<file path="config.mk">
export PLATFORM = sky130hd
export DESIGN_NAME = wb_write_arbiter
export DESIGN_NICKNAME = d
export VERILOG_FILES = /design/src/rtl/wb_write_arbiter.sv
export SDC_FILE = /design/constraint.sdc
export NUM_CORES = 1
export LEC_CHECK = 0
export CORE_MARGIN = 1.5
export CORE_UTILIZATION = 30
export CTS_BUF_LIST = sky130_fd_sc_hd__clkbuf_4 sky130_fd_sc_hd__clkbuf_8
export DETAILED_ROUTE_END_ITERATION = 10
export PLACE_DENSITY = 0.5
export SLEW_MARGIN = 20
export SYNTH_ARGS = -nofsm -noshare
export SYNTH_HDL_FRONTEND = slang
export SYNTH_SLANG_ARGS = --single-unit
</file>
<file path="constraint.sdc">
create_clock -name clk -period 3.7 [get_ports clk]
set_input_delay 0.74 -clock clk [delete_from_list [all_inputs] [get_ports clk]]
set_output_delay 0.74 -clock clk [all_outputs]
set_load 0.05 [all_outputs]
</file>
<file path="src/rtl/wb_write_arbiter.sv">
// rtl/wb_write_arbiter.sv - register-file write port arbiter for core writeback and photon writes
module wb_write_arbiter #(
  parameter int DEPTH        = 4,
  parameter int STARVE_LIMIT = 8
) (
  input  logic                     clk,
  input  logic                     Rst,
  input  logic                     core_we,
  input  logic [4:0]               core_rd,
  input  logic [31:0]              core_wdata,
  input  logic                     mem_hold,
  input  logic                     ph_valid,
  output logic                     ph_ready,
  input  logic [4:0]               ph_rd,
  input  logic [31:0]              ph_wdata,
  output logic                     reg_we,
  output logic [4:0]               reg_waddr,
  output logic [31:0]              reg_wdata,
  output logic                     core_stall,
  output logic [31:0]              pending,
  output logic [$clog2(DEPTH):0]   fifo_count
);

  localparam int AW = $clog2(DEPTH);
  localparam int CW = AW + 1;
  localparam logic [7:0] LIMIT = 8'(STARVE_LIMIT);

  logic [4:0]    mem_rd   [DEPTH];
  logic [31:0]   mem_data [DEPTH];
  logic [AW-1:0] wptr;
  logic [AW-1:0] rptr;
  logic [CW-1:0] count;
  logic [7:0]    starve_cnt;
  logic [DEPTH-1:0] entry_valid;

  logic head_valid;
  logic core_ok;
  logic drain;
  logic enq;

  assign ph_ready   = (count < CW'(DEPTH));
  assign head_valid = (count != '0);
  // core_stall comes straight from a flop compare, so it carries no input-path glitches
  assign core_stall = (starve_cnt == LIMIT);
  // Rst gating keeps the write port quiet while the block is held in reset
  assign core_ok    = core_we & (core_rd != 5'd0) & ~mem_hold & ~core_stall & ~Rst;
  assign drain      = head_valid & (core_stall | ~core_ok);
  assign enq        = ph_valid & ph_ready & (ph_rd != 5'd0);
  assign fifo_count = count;

  // Single write port: core first unless a forced photon drain is due
  always_comb begin
    reg_we    = 1'b0;
    reg_waddr = 5'd0;
    reg_wdata = 32'd0;
    if (core_ok) begin
      reg_we    = 1'b1;
      reg_waddr = core_rd;
      reg_wdata = core_wdata;
    end else if (drain) begin
      reg_we    = 1'b1;
      reg_waddr = mem_rd[rptr];
      reg_wdata = mem_data[rptr];
    end
  end

  // An entry is live when its distance from the read pointer is below the occupancy
  always_comb begin
    entry_valid = '0;
    for (int i = 0; i < DEPTH; i++) begin
      entry_valid[i] = ({1'b0, AW'(i) - rptr} < count);
    end
  end

  // Scoreboard: one bit per register with any live photon write outstanding
  always_comb begin
    pending = '0;
    for (int i = 0; i < DEPTH; i++) begin
      if (entry_valid[i]) pending[mem_rd[i]] = 1'b1;
    end
    pending[0] = 1'b0;
  end

  // FIFO storage; contents need no reset because occupancy gates every use
  always_ff @(posedge clk) begin
    if (enq) begin
      mem_rd[wptr]   <= ph_rd;
      mem_data[wptr] <= ph_wdata;
    end
  end

  // Pointers and occupancy; enqueue and drain in one cycle leave count unchanged
  always_ff @(posedge clk or posedge Rst) begin
    if (Rst) begin
      wptr  <= '0;
      rptr  <= '0;
      count <= '0;
    end else begin
      if (enq)   wptr <= wptr + 1'b1;
      if (drain) rptr <= rptr + 1'b1;
      if (enq && !drain)      count <= count + 1'b1;
      else if (!enq && drain) count <= count - 1'b1;
    end
  end

  // Starvation counter: counts blocked cycles with a waiting head, saturating at the limit
  always_ff @(posedge clk or posedge Rst) begin
    if (Rst) begin
      starve_cnt <= 8'd0;
    end else if (!head_valid || drain) begin
      starve_cnt <= 8'd0;
    end else if (starve_cnt < LIMIT) begin
      starve_cnt <= starve_cnt + 8'd1;
    end
  end

endmodule

</file>
**Word level (Yosys, flattened, before mapping)**

Memories as Yosys holds them, arrays and structs flattened.
Cells that the tools add are included.

- Memories kept: 2
- Register bits after elaboration: 15
- Input port bits: 79
- Output and inout bits: 75
- Logic and storage cells: 84
- Bits in writable memories: 148

- $add $sub $neg: 9
- Bitwise logic cells: 15
- Equal/unequal tests: 1
- Reductions and logical operators: 15
- Magnitude comparators: 14
- Multiplexer cells: 24

Memory list:

| memory | depth | bits a word | rd ports | clocked after Yosys merged registers in | write ports | RTL line | RTL |
|---|---|---|---|---|---|---|---|
| mem_data | 4 | 32 | 1 | 0 | 1 | 29 | `logic [31:0] mem_data [DEPTH];` |
| mem_rd | 4 | 5 | 5 | 0 | 1 | 28 | `logic [4:0] mem_rd [DEPTH];` |

Operator list:

| kind | count |
|---|---|
| 2-to-1 mux 32 bit | 6 |
| bitwise OR 32 bit | 3 |
| < comparator 5 x 6 -> 1 bit (second input constant) | 4 |
| demux 1 bit (select 5 bit) | 4 |
| greater-or-equal comparator 5 x 1 -> 1 bit (second input constant) | 4 |
| 2-to-1 mux 8 bit | 2 |
| < comparator 2 x 3 -> 1 bit | 4 |
| 2-to-1 mux 5 bit | 2 |
| nonzero test 5 bit | 2 |
| adder 8 x 1 -> 8 bit (second input constant) | 1 |
| equality test 8 x 4 -> 1 bit (second input constant) | 1 |
| < comparator 8 x 4 -> 1 bit (second input constant) | 1 |
| 2-to-1 mux 1 bit | 8 |
| bitwise AND 1 bit | 7 |
| logical AND 1 bit | 6 |
| 2-to-1 mux 3 bit | 2 |
| adder 2 x 1 -> 2 bit (second input constant) | 2 |
| inverter 1 bit | 4 |
| nonzero test 2 bit | 2 |
| subtractor 1 x 2 -> 2 bit (first input constant) | 2 |
| subtractor 2 bit (first input constant) | 2 |
| adder 3 x 1 -> 3 bit (second input constant) | 1 |
| zero test 1 bit | 3 |
| < comparator 3 bit (second input constant) | 1 |
| 4 further kinds | 4 |

**Longest topological paths before layout**

An unclocked memory read counts as a cell.

- Word-level depth: 12
- Depth in mapped cells: 11
- Gate-level depth less buffers: 11

**Worst setup path before layout**

OpenSTA, ideal clock, no wires.

- Kind: flip-flop to output port
- From: register count[1], in the netlist fifo_count[1]
- To: output port pending[13]
- Path slack: 0.136 ns
- Data required time: 2.960 ns
- Path buffers: 0
- Stages on the path, launching flop included: 7
- Arrival time: 2.824 ns
- Cell sequence: dfrtp_1 -> inv_1 -> ha_1 -> and2b_1 -> a211oi_1 -> nand3b_1 -> o221ai_1

- Longest elaborated chain between the ends: 8
- Elaborated cells on any way between the ends: 11
- Classes of those cells: order compare: 4; mux: 4; bitwise: 3

RTL lines:

| what | RTL line | RTL |
|---|---|---|
| start, declared | 32 | `logic [CW-1:0] count;` |
| start signal, assigned | 101 | `if (enq && !drain) count <= count + 1'b1;` |
| start signal, assigned | 102 | `else if (!enq && drain) count <= count - 1'b1;` |
| < comparator 2 x 3 -> 1 bit | 71 | `entry_valid[i] = ({1'b0, AW'(i) - rptr} < count);` |
| 2-to-1 mux 32 bit | 79 | `if (entry_valid[i]) pending[mem_rd[i]] = 1'b1;` |
| bitwise OR 32 bit (no source line) | n/a |  |
| 2-to-1 mux 32 bit | 79 |  |
| bitwise OR 32 bit (no source line) | n/a |  |
| 2-to-1 mux 32 bit | 79 |  |
| bitwise OR 32 bit (no source line) | n/a |  |
| 2-to-1 mux 32 bit (*) | 79 |  |
| end, declared | 20 | `output logic [31:0] pending,` |

Mark *: on every way between the ends. The rest lies on a longest branch, timed or not.

**Worst setup path after layout**

- From: register rptr[1]
- To: output port pending[24]

- Longest elaborated chain between the ends: 9
- Elaborated cells on any way between the ends: 15
- Classes of those cells: add/sub: 4; order compare: 4; mux: 4; bitwise: 3

RTL lines:

| what | RTL line | RTL |
|---|---|---|
| start, declared | 31 | `logic [AW-1:0] rptr;` |
| start signal, assigned | 100 | `if (drain) rptr <= rptr + 1'b1;` |
| subtractor 1 x 2 -> 2 bit | 71 |  |
| < comparator 2 x 3 -> 1 bit | 71 |  |
| 2-to-1 mux 32 bit | 79 |  |
| bitwise OR 32 bit (no source line) | n/a |  |
| 2-to-1 mux 32 bit | 79 |  |
| bitwise OR 32 bit (no source line) | n/a |  |
| 2-to-1 mux 32 bit | 79 |  |
| bitwise OR 32 bit (no source line) | n/a |  |
| 2-to-1 mux 32 bit (*) | 79 |  |

Marks and branches as above.

==> out/results.ini <==
[floorplan]
rows = 60
io_pins = 154
dieHeight_um = 168.9
dieArea_mm2 = 0.02852
coreArea_mm2 = 0.02695
start_util = 0.3063
die_w_um = 168.9

[worst_hold_path]
min_from = starve_cnt[7]$_DFFE_PP0P_
min_to = starve_cnt[7]$_DFFE_PP0P_
hold_depth = 1
hp-class = register to register

[synth]
syn_area_mm2 = 0.008255
synth_largest_area_cell = edfxtp_1
syn_nets = 678
synthTopCellsByCount = edfxtp_1 (148), inv_1 (57), nand2_1 (53), mux2i_1 (38), mux4_2 (37)
ys_seq_area_frac = 0.5838
synth_edf_count = 148
avgSynthCellArea_um2 = 14.06
synth.area.top_cells = edfxtp_1 (54%), mux4_2 (10%), mux2i_1 (4.6%)
synth_top_flop_cell = edfxtp_1
synthDistinctLibCells = 58
yosysMostFrequentCell = edfxtp_1
async_flop_share = 0.09202
ys_seq_elements = 163
synthCells = 587
netlist.area_leader.share = 0.5383
yosysWarnings = 0

[placement]
dp.cells = 1072
io_buffer_count = 152
detailed_place_hpwl_um = 17410
gp_congestion = 0.8419
pre_cts_slack_ns = 0.09563

[grt]
grt_pass1_wl_um = 36950
grt_start_max_net_pins = 38
track_usage = 0.1746
gr-total-overflow = 0
grt_pass1_vias = 5973
antenna_found_initial = 0

[setup_path]
worstPathArrival_ns = 2.82
crit_slowest_cell = a2111o_2
critPathLaunchType = register
worst-setup-path-type = register to output pin
r2r-end = fifo_count[2]$_DFFE_PP0P_
cp_max_fo = 7
reg2reg_setup_slack_ns = 0.92
setup.worst_path.end_class = output pin
worst-endpoint-required_ns = 2.96
ff2ff_path_depth = 9
path_delay_family = compound AO/OA/AOI/OAI gates
cpPeakStageDelay_ns = 0.60
cp_cell_sequence = xnor2_2 > inv_1 > ha_1 > nor2b_2 > a2111o_2 > o22ai_2 > a221o_1 > buf_12
worstReg2RegStart = fifo_count[0]$_DFFE_PP0P_
cp_num_buf_inv = 2

[power]
leakagePower_nw = 4.175
pwr_density_cell_mw_per_mm2 = 810.5
peakVddDrop_v = 0.0005814

[cells_and_area]
area_delta_synth_final_pct = 39.42
final_layout_size_suffix_gt1_frac = 0.2755
finalNetCount = 844
instances_no_fill = 1107
fillers = 2480
num_antenna_cells = 0

[cts]
hold_buffers = 0
numCtsBuffers = 17
cts_tree = done
cts.clk_slew.worst_paths_ns = 0.09
insertion_delay_ns = 0.44
ctsHtreeMaxLevel = 4
clk_path_buf_depth = 2
cts.sinks = 163
cts-root-buf = clkbuf_8

[routing]
drtIter0Drc = 351
drt_pass1_iterations = 4
wirelength_um = 24480
antenna_left = 0
drcViolationCount = 0
wire_per_inst_um = 22.11
viasPerCell = 5.140
num_vias = 5690

[timing]
rsz0062_at_grt = true
fmax_mhz = 280.6
skew_ns = 0.01879
finalCritPeriodShare = 0.9633
tns_ns = 0
finalSetupViolCount = 0
drv_slew = 0
final_hold_viol_count = 0
setup_slack_ns = 0.1358
timing_worst_slew_pin_value_ns = 0.6944
max_slew_margin = 0.5366
period_minus_slack_ns = 3.564

[run]
cap_violations = 0

[status]
status = finished, final reports clean

worst max-delay path by stage:
stage,end,start,cells past startpoint
after global routing,pending[16],rptr[1]$_DFFE_PP0P_,8
after CTS,pending[1],rptr[1]$_DFFE_PP0P_,7
after global placement,reg_wdata[9],core_rd[1],7
after detailed placement,reg_wdata[3],core_rd[1],7
after floorplan,pending[13],fifo_count[1]$_DFFE_PP0P_,6
final,pending[24],rptr[1]$_DFFE_PP0P_,8
logic make-up after synthesis:
logic type / Yosys count / synth area share
flip-flops: 163 / 0.5838
AND/OR/NAND/NOR: 150 / 0.1020
AO/OA/AOI/OAI: 87 / 0.09063
other: 1 / 0.0004542
XOR/XNOR: 9 / 0.009549
multiplexers: 76 / 0.1484
buffers and inverters: 89 / 0.04607
adder cells (fa/ha/maj): 12 / 0.01910
flip-flops by register name, summed over array words and instances, names as in the netlist:
signal	count
mem_data	128
mem_rd	20
starve_cnt	8
fifo_count	3
rptr	2
wptr	2
where the power goes:
part | internal (mW) | switching (mW)
registers | 2.30 | 0.180
clock network | 0.507 | 0.712
logic | 2.46 | 3.17
total | 5.27 | 4.06
cell usage in the layout (no fill, tap or decap), types with 6 or more instances in the layout:
master	count
nand2b_1	12
nor2b_1	6
clkdlybuf4s50_1	83
nor3b_1	7
o221ai_1	10
xnor2_1	6
buf_4	20
clkbuf_8	17
buf_12	75
nand3b_1	8
o211ai_1	10
mux2i_1	38
inv_1	57
nor2_1	13
a2bb2oi_1	7
ha_1	11
o221ai_2	6
a22oi_1	19
edfxtp_1	148
inv_6	6
dfrtp_1	12
nand2_1	52
mux4_2	37
per-stage QoR:
stage / power, mW / instance area (um2) / util / hold slack, ns
2_1_floorplan: 5.537 / 8255 / - / 0.4976
3_3_place_gp: 8.057 / 10990 / 0.4079 / 0.5122
3_5_place_dp: 8.089 / 10990 / 0.4079 / 0.5132
4_1_cts: 9.364 / 11410 / 0.4233 / 0.5388
5_1_grt: 9.766 / 11510 / 0.4271 / 0.5515
6_report: 9.328 / 11510 / 0.4271 / 0.5328
per-layer routing:
metal / GRT usage / share of wire / vias up
met5: 0 / 0 / -
met4: 0.04658 / 0.013 / 0
met3: 0.03133 / 0.043 / 19
met2: 0.2963 / 0.49 / 170
met1: 0.2302 / 0.45 / 2906
li1: - / - / 2595
final cells by class:
class                      count  area, um2  area share
clock buffer                  18      241.5     0.02098
timing repair buffer         179       2494      0.2167
sequential                   163       4826      0.4193
tap                          341      426.7     0.03707
multi-input combinational    335       3174      0.2758
inverter                      57      214.0     0.01859
clock inverter                14      133.9     0.01163
worst reg2reg max path: stages, from the launching register on:
cell and delay, ns:
dfrtp_1 0.39, buf_4 0.18, or3_2 0.80, o21ai_0 0.27
ha_1 0.24, inv_1 0.06, fa_1 0.37, xor2_1 0.15
nor2_1 0.12, xnor2_1 0.13
repair_timing:
item / CTS / global route
setup buffers: 1 / 2
endpoints found under the setup margin: 20 / 40
resized for setup: 7 / 16
pin swaps: 2 / 6
endpoints found under the hold margin: 0 / 0
(Power assumes the default switching activity.)
